$ cat config.mk
export PLATFORM = sky130hd
export DESIGN_NAME = reg_sum_writer_flat
export DESIGN_NICKNAME = d
export VERILOG_FILES = /design/src/rtl/reg_sum_writer_pkg.sv /design/src/rtl/reg_sum_writer_if.sv /design/src/rtl/reg_sum_writer.sv /design/src/flat_wrapper.sv
export SDC_FILE = /design/constraint.sdc
export NUM_CORES = 1
export LEC_CHECK = 0
export BUFFER_PORTS_ARGS = -buffer_cell sky130_fd_sc_hd__buf_2
export CORE_AREA = 2 2 79 81
export DETAILED_ROUTE_END_ITERATION = 8
export DIE_AREA = 0 0 81 83
export HOLD_SLACK_MARGIN = 0.08
export PLACE_DENSITY_LB_ADDON = 0.3
export SKIP_CTS_REPAIR_TIMING = 1
export SYNTH_ARGS = -nofsm -noshare
export SYNTH_HDL_FRONTEND = slang
export SYNTH_SLANG_ARGS = --single-unit
$ cat constraint.sdc
create_clock -name clk -period 4.24 [get_ports clk]
set_input_delay 0.212 -clock clk [delete_from_list [all_inputs] [get_ports clk]]
set_output_delay 0.212 -clock clk [all_outputs]
set_load 0.01 [all_outputs]
$ cat src/rtl/reg_sum_writer_pkg.sv
// -----------------------------------------------------------------------------
// reg_sum_writer_pkg
// Shared types and constants for the register-sum write-back sequencer:
// register-number and data widths, the default element-count width, the
// sequencer state encoding and a helper for wrapping source addresses.
// No ports (package).
// -----------------------------------------------------------------------------
package reg_sum_writer_pkg;

  // Register file geometry: 32 registers of 32 bits
  localparam int REG_NUM_W     = 5;
  localparam int DATA_W        = 32;

  // Element count must represent 0..32 inclusive
  localparam int CNT_WIDTH_DEF = 6;

  typedef logic [REG_NUM_W-1:0] reg_num_t;
  typedef logic [DATA_W-1:0]    data_t;

  typedef enum logic [1:0] {
    IDLE  = 2'd0,
    CLEAR = 2'd1,
    ACCUM = 2'd2,
    DONE  = 2'd3
  } state_e;

  // Source register for element idx; the sum is done in register-number
  // width so that register 31 is followed by register 0
  function automatic reg_num_t srcAddr(reg_num_t base, reg_num_t idx);
    return base + idx;
  endfunction

endpackage

$ cat src/rtl/reg_sum_writer_if.sv
// -----------------------------------------------------------------------------
// reg_sum_writer_if
// Bundles the request inputs, the register-file read/write port and the
// status outputs of reg_sum_writer.
//   start, srcBase, count, dstNum : request (sampled by the sequencer in IDLE)
//   sum                           : adder output, regfile[rdNumA] + regfile[rdNumB]
//   rdNumA, rdNumB                : register-file read port numbers
//   wrData, wrNum, wrEnable       : register-file write port
//   busy, done                    : status
// Modports: master = the sequencer, slave = the environment
// (register file / adder / requester).
// -----------------------------------------------------------------------------
interface reg_sum_writer_if
  import reg_sum_writer_pkg::*;
#(
  parameter int CNT_WIDTH = CNT_WIDTH_DEF
) ();

  logic                 start;
  reg_num_t             srcBase;
  logic [CNT_WIDTH-1:0] count;
  reg_num_t             dstNum;
  data_t                sum;

  reg_num_t             rdNumA;
  reg_num_t             rdNumB;
  data_t                wrData;
  reg_num_t             wrNum;
  logic                 wrEnable;
  logic                 busy;
  logic                 done;

  modport master (
    input  start, srcBase, count, dstNum, sum,
    output rdNumA, rdNumB, wrData, wrNum, wrEnable, busy, done
  );

  modport slave (
    output start, srcBase, count, dstNum, sum,
    input  rdNumA, rdNumB, wrData, wrNum, wrEnable, busy, done
  );

endinterface

$ cat src/rtl/reg_sum_writer.sv
// -----------------------------------------------------------------------------
// reg_sum_writer
// Write-back sequencer in front of a 2-read/1-write register file and an
// adder. On an accepted start it clears the destination register, then for
// each of `count` consecutive source registers writes dst + src back into
// dst, one source per cycle, and finally pulses done.
// Ports:
//   clk    : clock, rising edge
//   rst    : asynchronous active-high reset
//   bus_io : reg_sum_writer_if.master (request, register-file ports, status)
// -----------------------------------------------------------------------------
module reg_sum_writer
  import reg_sum_writer_pkg::*;
#(
  parameter int CNT_WIDTH = CNT_WIDTH_DEF
) (
  input  logic                    clk,
  input  logic                    rst,
  reg_sum_writer_if.master        bus_io
);

  state_e               state_q, state_d;
  reg_num_t             src_q, src_d;
  reg_num_t             dst_q, dst_d;
  logic [CNT_WIDTH-1:0] cnt_q, cnt_d;
  logic [CNT_WIDTH-1:0] idx_q, idx_d;

  logic                 cntIsZero;
  logic                 lastElem;

  assign cntIsZero = (cnt_q == '0);
  assign lastElem  = (idx_q == (cnt_q - CNT_WIDTH'(1)));

  // State and request registers; reset forces IDLE with all latched
  // request fields zero, which makes every output zero at once
  always_ff @(posedge clk or posedge rst) begin
    if (rst) begin
      state_q <= IDLE;
      src_q   <= '0;
      dst_q   <= '0;
      cnt_q   <= '0;
      idx_q   <= '0;
    end else begin
      state_q <= state_d;
      src_q   <= src_d;
      dst_q   <= dst_d;
      cnt_q   <= cnt_d;
      idx_q   <= idx_d;
    end
  end

  // Next-state logic: the request is latched only when accepted in IDLE,
  // so start and request changes while busy have no effect
  always_comb begin
    state_d = state_q;
    src_d   = src_q;
    dst_d   = dst_q;
    cnt_d   = cnt_q;
    idx_d   = idx_q;
    unique case (state_q)
      IDLE: begin
        if (bus_io.start) begin
          src_d   = bus_io.srcBase;
          dst_d   = bus_io.dstNum;
          cnt_d   = bus_io.count;
          idx_d   = '0;
          state_d = CLEAR;
        end
      end
      CLEAR: begin
        state_d = cntIsZero ? DONE : ACCUM;
      end
      ACCUM: begin
        idx_d = idx_q + CNT_WIDTH'(1);
        if (lastElem) begin
          state_d = DONE;
        end
      end
      DONE: begin
        state_d = IDLE;
      end
      default: begin
        state_d = IDLE;
      end
    endcase
  end

  // Output logic: everything except wrData in ACCUM depends on registered
  // state only; wrData in ACCUM passes the adder result straight through
  // so the write at the end of the cycle already contains dst + src
  always_comb begin
    bus_io.rdNumA   = dst_q;
    bus_io.rdNumB   = src_q;
    bus_io.wrNum    = dst_q;
    bus_io.wrData   = '0;
    bus_io.wrEnable = 1'b0;
    bus_io.busy     = (state_q != IDLE);
    bus_io.done     = 1'b0;
    unique case (state_q)
      CLEAR: begin
        bus_io.wrEnable = 1'b1;
      end
      ACCUM: begin
        bus_io.rdNumB   = srcAddr(src_q, idx_q[REG_NUM_W-1:0]);
        bus_io.wrEnable = 1'b1;
        bus_io.wrData   = bus_io.sum;
      end
      DONE: begin
        bus_io.done = 1'b1;
      end
      default: begin
      end
    endcase
  end

endmodule

$ cat src/flat_wrapper.sv
// flat-port wrapper written by rule: the top's interface ports become plain ports
module reg_sum_writer_flat import reg_sum_writer_pkg::*;
#(
  parameter int CNT_WIDTH = CNT_WIDTH_DEF
)
  (clk, rst, bus_io_start, bus_io_srcBase, bus_io_count, bus_io_dstNum, bus_io_sum, bus_io_rdNumA, bus_io_rdNumB, bus_io_wrData, bus_io_wrNum, bus_io_wrEnable, bus_io_busy, bus_io_done);
  reg_sum_writer_if #(.CNT_WIDTH(CNT_WIDTH)) bus_io_i ();
  input  logic clk;
  input  logic rst;
  input wire logic [$bits(bus_io_i.start)-1:0] bus_io_start;
  input wire logic [$bits(bus_io_i.srcBase)-1:0] bus_io_srcBase;
  input wire logic [$bits(bus_io_i.count)-1:0] bus_io_count;
  input wire logic [$bits(bus_io_i.dstNum)-1:0] bus_io_dstNum;
  input wire logic [$bits(bus_io_i.sum)-1:0] bus_io_sum;
  output wire logic [$bits(bus_io_i.rdNumA)-1:0] bus_io_rdNumA;
  output wire logic [$bits(bus_io_i.rdNumB)-1:0] bus_io_rdNumB;
  output wire logic [$bits(bus_io_i.wrData)-1:0] bus_io_wrData;
  output wire logic [$bits(bus_io_i.wrNum)-1:0] bus_io_wrNum;
  output wire logic [$bits(bus_io_i.wrEnable)-1:0] bus_io_wrEnable;
  output wire logic [$bits(bus_io_i.busy)-1:0] bus_io_busy;
  output wire logic [$bits(bus_io_i.done)-1:0] bus_io_done;
  assign bus_io_i.start = bus_io_start;
  assign bus_io_i.srcBase = bus_io_srcBase;
  assign bus_io_i.count = bus_io_count;
  assign bus_io_i.dstNum = bus_io_dstNum;
  assign bus_io_i.sum = bus_io_sum;
  assign bus_io_rdNumA = bus_io_i.rdNumA;
  assign bus_io_rdNumB = bus_io_i.rdNumB;
  assign bus_io_wrData = bus_io_i.wrData;
  assign bus_io_wrNum = bus_io_i.wrNum;
  assign bus_io_wrEnable = bus_io_i.wrEnable;
  assign bus_io_busy = bus_io_i.busy;
  assign bus_io_done = bus_io_i.done;
  reg_sum_writer #(.CNT_WIDTH(CNT_WIDTH)) u_core (.clk(clk), .rst(rst), .bus_io(bus_io_i));
endmodule
-- Word level (Yosys, flattened, before mapping)
Cells that the tools add are included.
- muxes and demuxes: 10
- multipliers: 0
- bitwise logic cells: 0
- shift operators: 0
- reductions and logical operators: 8
- div/mod/pow operators: 0
- order comparisons: 0
- $add $sub $neg: 3
- eq/ne operators: 6
- operator list (cell ; number):
    $mux 32 ; 1
    $pmux 6 s2 ; 1
    $pmux 2 s4 ; 1
    $add 6x1->6 const B ; 1
    $eq 6x6->1 ; 1
    $logic_not 6->1 ; 1
    $mux 6 ; 1
    $reduce_and 2->1 ; 3
    $sub 6x1->6 const B ; 1
    $add 5x5->5 ; 1
    $mux 5 ; 1
    $eq 2x2->1 const B ; 2
    $mux 2 ; 2
    $reduce_bool 2->1 ; 2
    $mux 1 ; 3
    $eq 2x1->1 const B ; 1
    $logic_not 2->1 ; 1
    $ne 2x1->1 const B ; 1
    $ne 2x2->1 const B ; 1
    $reduce_or 2->1 ; 1
- logic and storage cells: 32
- bits of input ports: 51
- bits in latches: 0
- bits in read-only memories: 0
- bits in writable memories: 0
- register bits after elaboration: 24
- memories: 0

-- Longest topological paths before layout
- word-level depth: 4
- depth in mapped cells: 8

-- Worst setup path before layout
No wires, ideal clock.
- path type: register -> register
- start point: register u_core.cnt_q[0]
- end point: register u_core.state_q[1]
- path slack: 2.293 ns
- arrival: 1.825 ns
- period minus slack after synthesis: 1.947 ns
- stages on the path, launching flop included: 8
- path buffers: 0
- data required time: 4.118 ns
- cells stage by stage: dfrtp_1 -> inv_1 -> ha_1 -> xnor2_1 -> a211oi_2 -> nand3_1 -> or4_4 -> a32o_1
- longest elaborated chain between the ends: 4
- ends and longest elaborated chain (item ; RTL line ; text):
    start, declared ; reg_sum_writer.sv:25 ; logic [CNT_WIDTH-1:0] cnt_q, cnt_d;
    start signal, assigned ; reg_sum_writer.sv:47 ; cnt_q <= cnt_d;
    $sub 6x1->6 ; reg_sum_writer.sv:32 ; assign lastElem = (idx_q == (cnt_q - CNT_WIDTH'(1)));
    $eq 6x6->1 ; reg_sum_writer.sv:32 ;
    $ne 2x1->1 (no source line) ; - ;
    $reduce_and 2->1 (no source line) ; - ;
    end signal, assigned ; reg_sum_writer.sv:44 ; state_q <= state_d;
    end, declared ; reg_sum_writer.sv:22 ; state_e state_q, state_d;
No other way between the ends.
A chain may end at the register's enable or synchronous reset.

-- Final worst setup path
- start point: register u_core.idx_q[0]
- end point: output bus_io_rdNumB[4]
- longest elaborated chain between the ends: 2
- ends and longest elaborated chain (item ; RTL line ; text):
    start, declared ; reg_sum_writer.sv:26 ; logic [CNT_WIDTH-1:0] idx_q, idx_d;
    start signal, assigned ; reg_sum_writer.sv:48 ; idx_q <= idx_d;
    $add 5x5->5 ; reg_sum_writer_pkg.sv:30 ; return base + idx;
    $mux 5 ; reg_sum_writer.sv:99 ; unique case (state_q)
    end, declared ; flat_wrapper.sv:16 ; output wire logic [$bits(bus_io_i.rdNumB)-1:0] bus_io_rdNumB;
No other way between the ends.

==> run summary <==
Result of the run = finished clean
Register-to-Register Setup Slack = 2100 ps
Weighted congestion reported at the end of routability-driven placement = 0.818
CTS Buf Count = 3
Buffers added on ports = 100
Share of synthesized flip-flops with an asynchronous set or reset = 100%
Slew Limit Headroom = 38.1%
Largest driver fanout on the critical path = 6
Total GRT Usage = 11.1%
Gate count of the mapped netlist = 170
Peak VDD IR = 0.279 mV
Count of antenna diodes in the layout = 0
TritonCTS clock tree = done
Syn nets = 232
Number of top-level design ports = 101
Transition time at the pin with the least slew margin = 927 ps
Register cell area after layout = 601 um2
Pin count of the biggest net entering global routing = 33
Final count of hold timing violations = 0
Net switching power = 0.635 mW
Internal cell power = 0.914 mW
Vias in the first global route = 1342
Gate family responsible for the most delay along the worst path = adder cells
Syn avg cell area = 9.94 um2
Total Wirelength = 3840 um
Clk network pwr share = 13.0%
Clock insertion delay at the later pin of the skew report = 270 ps
Deepest level of the CTS H-tree = 1
TritonRoute pass-1 iters = 4
Clock input transition at the sequential cells of the worst setup and hold paths = 90 ps
Horizontal extent of the die = 81 um
Number of clock sinks = 24
Final cycle utilization of the critical path = 56.3%
Worst-path cell chain = ha_1 > inv_1 > fa_1 > nor2b_1 > o21a_1 > nor3_1 > nand3b_1 > xnor2_1 > buf_2
Top cells by area in the synthesized netlist = dfrtp_1 (36%), mux2_2 (13%), and2_1 (12%)
Number of antenna violations at the first check in global routing = 0
Most instantiated flip-flop cell in the synthesis netlist = dfrtp_1
Count leader, synth = and2_1
Longest individual stage delay on the worst path = 460 ps
Cell leakage power = 1.23 nW
Nets = 326
Sequential fraction of the synthesis area = 35.6%
Comb pwr share = 59.0%
Routed WL per cell = 11.4 um
Total congestion overflow after global routing = 0
Placement row count = 28
Unrepaired setup endpoints after global routing = false
DRC violations left = 0
Area leader, netlist = dfrtp_1
Required time reported for the critical path endpoint = 4030 ps
Nature of the critical path endpoint = primary output
Count of synthesis-stage warnings from yosys = 0
Area share of the largest cell type after synthesis = 35.6%
Net switching fraction of the power = 41.0%
Maximum clock frequency = 0.419 GHz
Number of violations of the max-capacitance limit = 0
Post-synthesis sequential element count = 24
Die span in y = 83 um
Power share of the sequential group = 28.0%
Crit Reg-Reg Endpoint = u_core.state_q[1]
Area growth, synth to finish = 35.6%
Cell chosen for the clock root = clkbuf_8
Multi-input gate area = 980 um2
Final setup violation count = 0
Critical path's slowest cell = dfrtp_1
Fraction of final layout cells with drive strength greater than 1 = 47.9%
Vias = 1508
Full die area = 6720 um2
Post-DRT Antenna Nets = 0
Total placed cells including tap cells = 334
Total Negative Setup Slacks = 0 ps
Critical path class = reg2out
Count of different cell masters after synthesis = 35
Estimated wirelength of the detail-placed design = 3100 um
Initial Utilization = 29.0%
Cells on worst reg2reg path = 7
Count of flip-flops with a built-in enable after synthesis = 0
Leading cell types by count after synthesis = and2_1 (33), dfrtp_1 (24), mux2_2 (19)
First-pass GRT wire length = 6000 um
Kind of start point of the critical path = register
Area of the mapped netlist = 1690 um2
Worst Hold Class = in2async
Non-Filler Instances = 338
FF-to-FF Start = u_core.cnt_q[0]
Slew Viols, Final = 0
Clock period minus final worst setup slack = 2390 ps
Worst Hold Margin = 127 ps
Count of buffering cells on the critical path with inverters included = 2
Worst-case clock skew = 8.39 ps
Largest buffer count on any clock path = 2
Total core area = 5820 um2
Arrival @ worst endpoint = 2180 ps
Layout fillers = 608
Power density relative to cell area = 676 nW/um2
Vias per cell = 4.46
Number of DRC violations after detailed-routing iteration 0 = 17
==> per-layer routing <==
| metal | share of wire (%) | routed length [um] | global-route usage [%] | up-vias |
|---|---|---|---|---|
| met5 | 0 | 0 | 0 | - |
| met2 | 47 | 1800 | 19.5 | 82 |
| met1 | 41 | 1580 | 14.0 | 667 |
| met3 | 11 | 427 | 1.63 | 5 |
| met4 | 0.89 | 34 | 2.77 | 0 |
| li1 | - | - | - | 754 |
==> cell type report <==
| cell class | instances | area share [%] |
|---|---|---|
| multi-input combinational | 124 | 42.8 |
| sequential | 24 | 26.2 |
| timing repair buffer | 101 | 22.2 |
| tap | 75 | 4.10 |
| clock buffer | 3 | 1.80 |
| inverter | 10 | 1.64 |
| clock inverter | 1 | 1.31 |
==> worst max-delay path by stage <==
stage | depth (start not counted) | end | from
after floorplan | 7 | u_core.state_q[1] | u_core.cnt_q[0]
after global placement | 7 | u_core.state_q[1] | u_core.cnt_q[0]
after detailed placement | 7 | u_core.state_q[1] | u_core.cnt_q[0]
after CTS | 9 | bus_io_rdNumB[4] | u_core.idx_q[0]
after global routing | 9 | bus_io_rdNumB[4] | u_core.idx_q[0]
final | 9 | bus_io_rdNumB[4] | u_core.idx_q[0]
==> sequential cells by signal (all words and copies together), names as in the netlist <==
name	count
u_core.bus_io.rdNumA	5
u_core.idx_q	6
u_core.cnt_q	6
u_core.src_q	5
u_core.state_q	2
==> kinds of logic after synthesis <==
kind of cell    after synthesis  share of synthesized area, %
fa+ha+maj                    11                          8.59
buf+inv                      22                          6.44
xor+xnor                     13                          6.74
mux                          21                          13.9
compound gates               16                          7.48
flops                        24                          35.6
simple gates                 63                          21.3
==> worst reg2reg max path: cells and delay by family (launching register included) <==
| kind | cells | cell delay [ps] |
|---|---|---|
| simple gates | 2 | 650 |
| compound gates | 2 | 450 |
| flops | 1 | 440 |
| fa+ha+maj | 1 | 250 |
| xor+xnor | 1 | 160 |
| buf+inv | 1 | 80 |
==> power groups by stage <==
stage / combinational, mW / sequential, mW / clock (mW)
global route: 1.03 / 0.453 / 0.217
floorplan: 0.677 / 0.422 / 0
finish: 0.913 / 0.434 / 0.202
CTS: 0.936 / 0.435 / 0.208
global placement: 0.929 / 0.437 / 0
detailed placement: 0.934 / 0.440 / 0
==> metrics by stage <==
stage               cell area, um2  setup WS [ps]  utilization, %  power [mW]
global placement              2220           2150            38.2        1.37
global route                  2290           1670            39.4        1.70
detailed placement            2220           2120            38.2        1.37
floorplan                     1690           2290               -        1.10
finish                        2290           1850            39.4        1.55
CTS                           2290           1820            39.4        1.58
==> placed cells by master, fill, tap and decap left out, types with 2 or more instances in the layout <==
master	instances
buf_2	100
and2_1	33
dfrtp_1	24
mux2_2	19
xnor2_1	10
inv_1	10
ha_1	10
nor2_1	8
nor3_1	6
nand2_1	4
nand3_1	4
xor2_1	3
clkbuf_8	3
mux2i_1	2
a21o_1	2
nand2b_1	2
o21ai_0	2
a32o_1	2
a21oi_1	2
o31ai_1	2
Note: power is estimated with default switching activity, not from simulation.
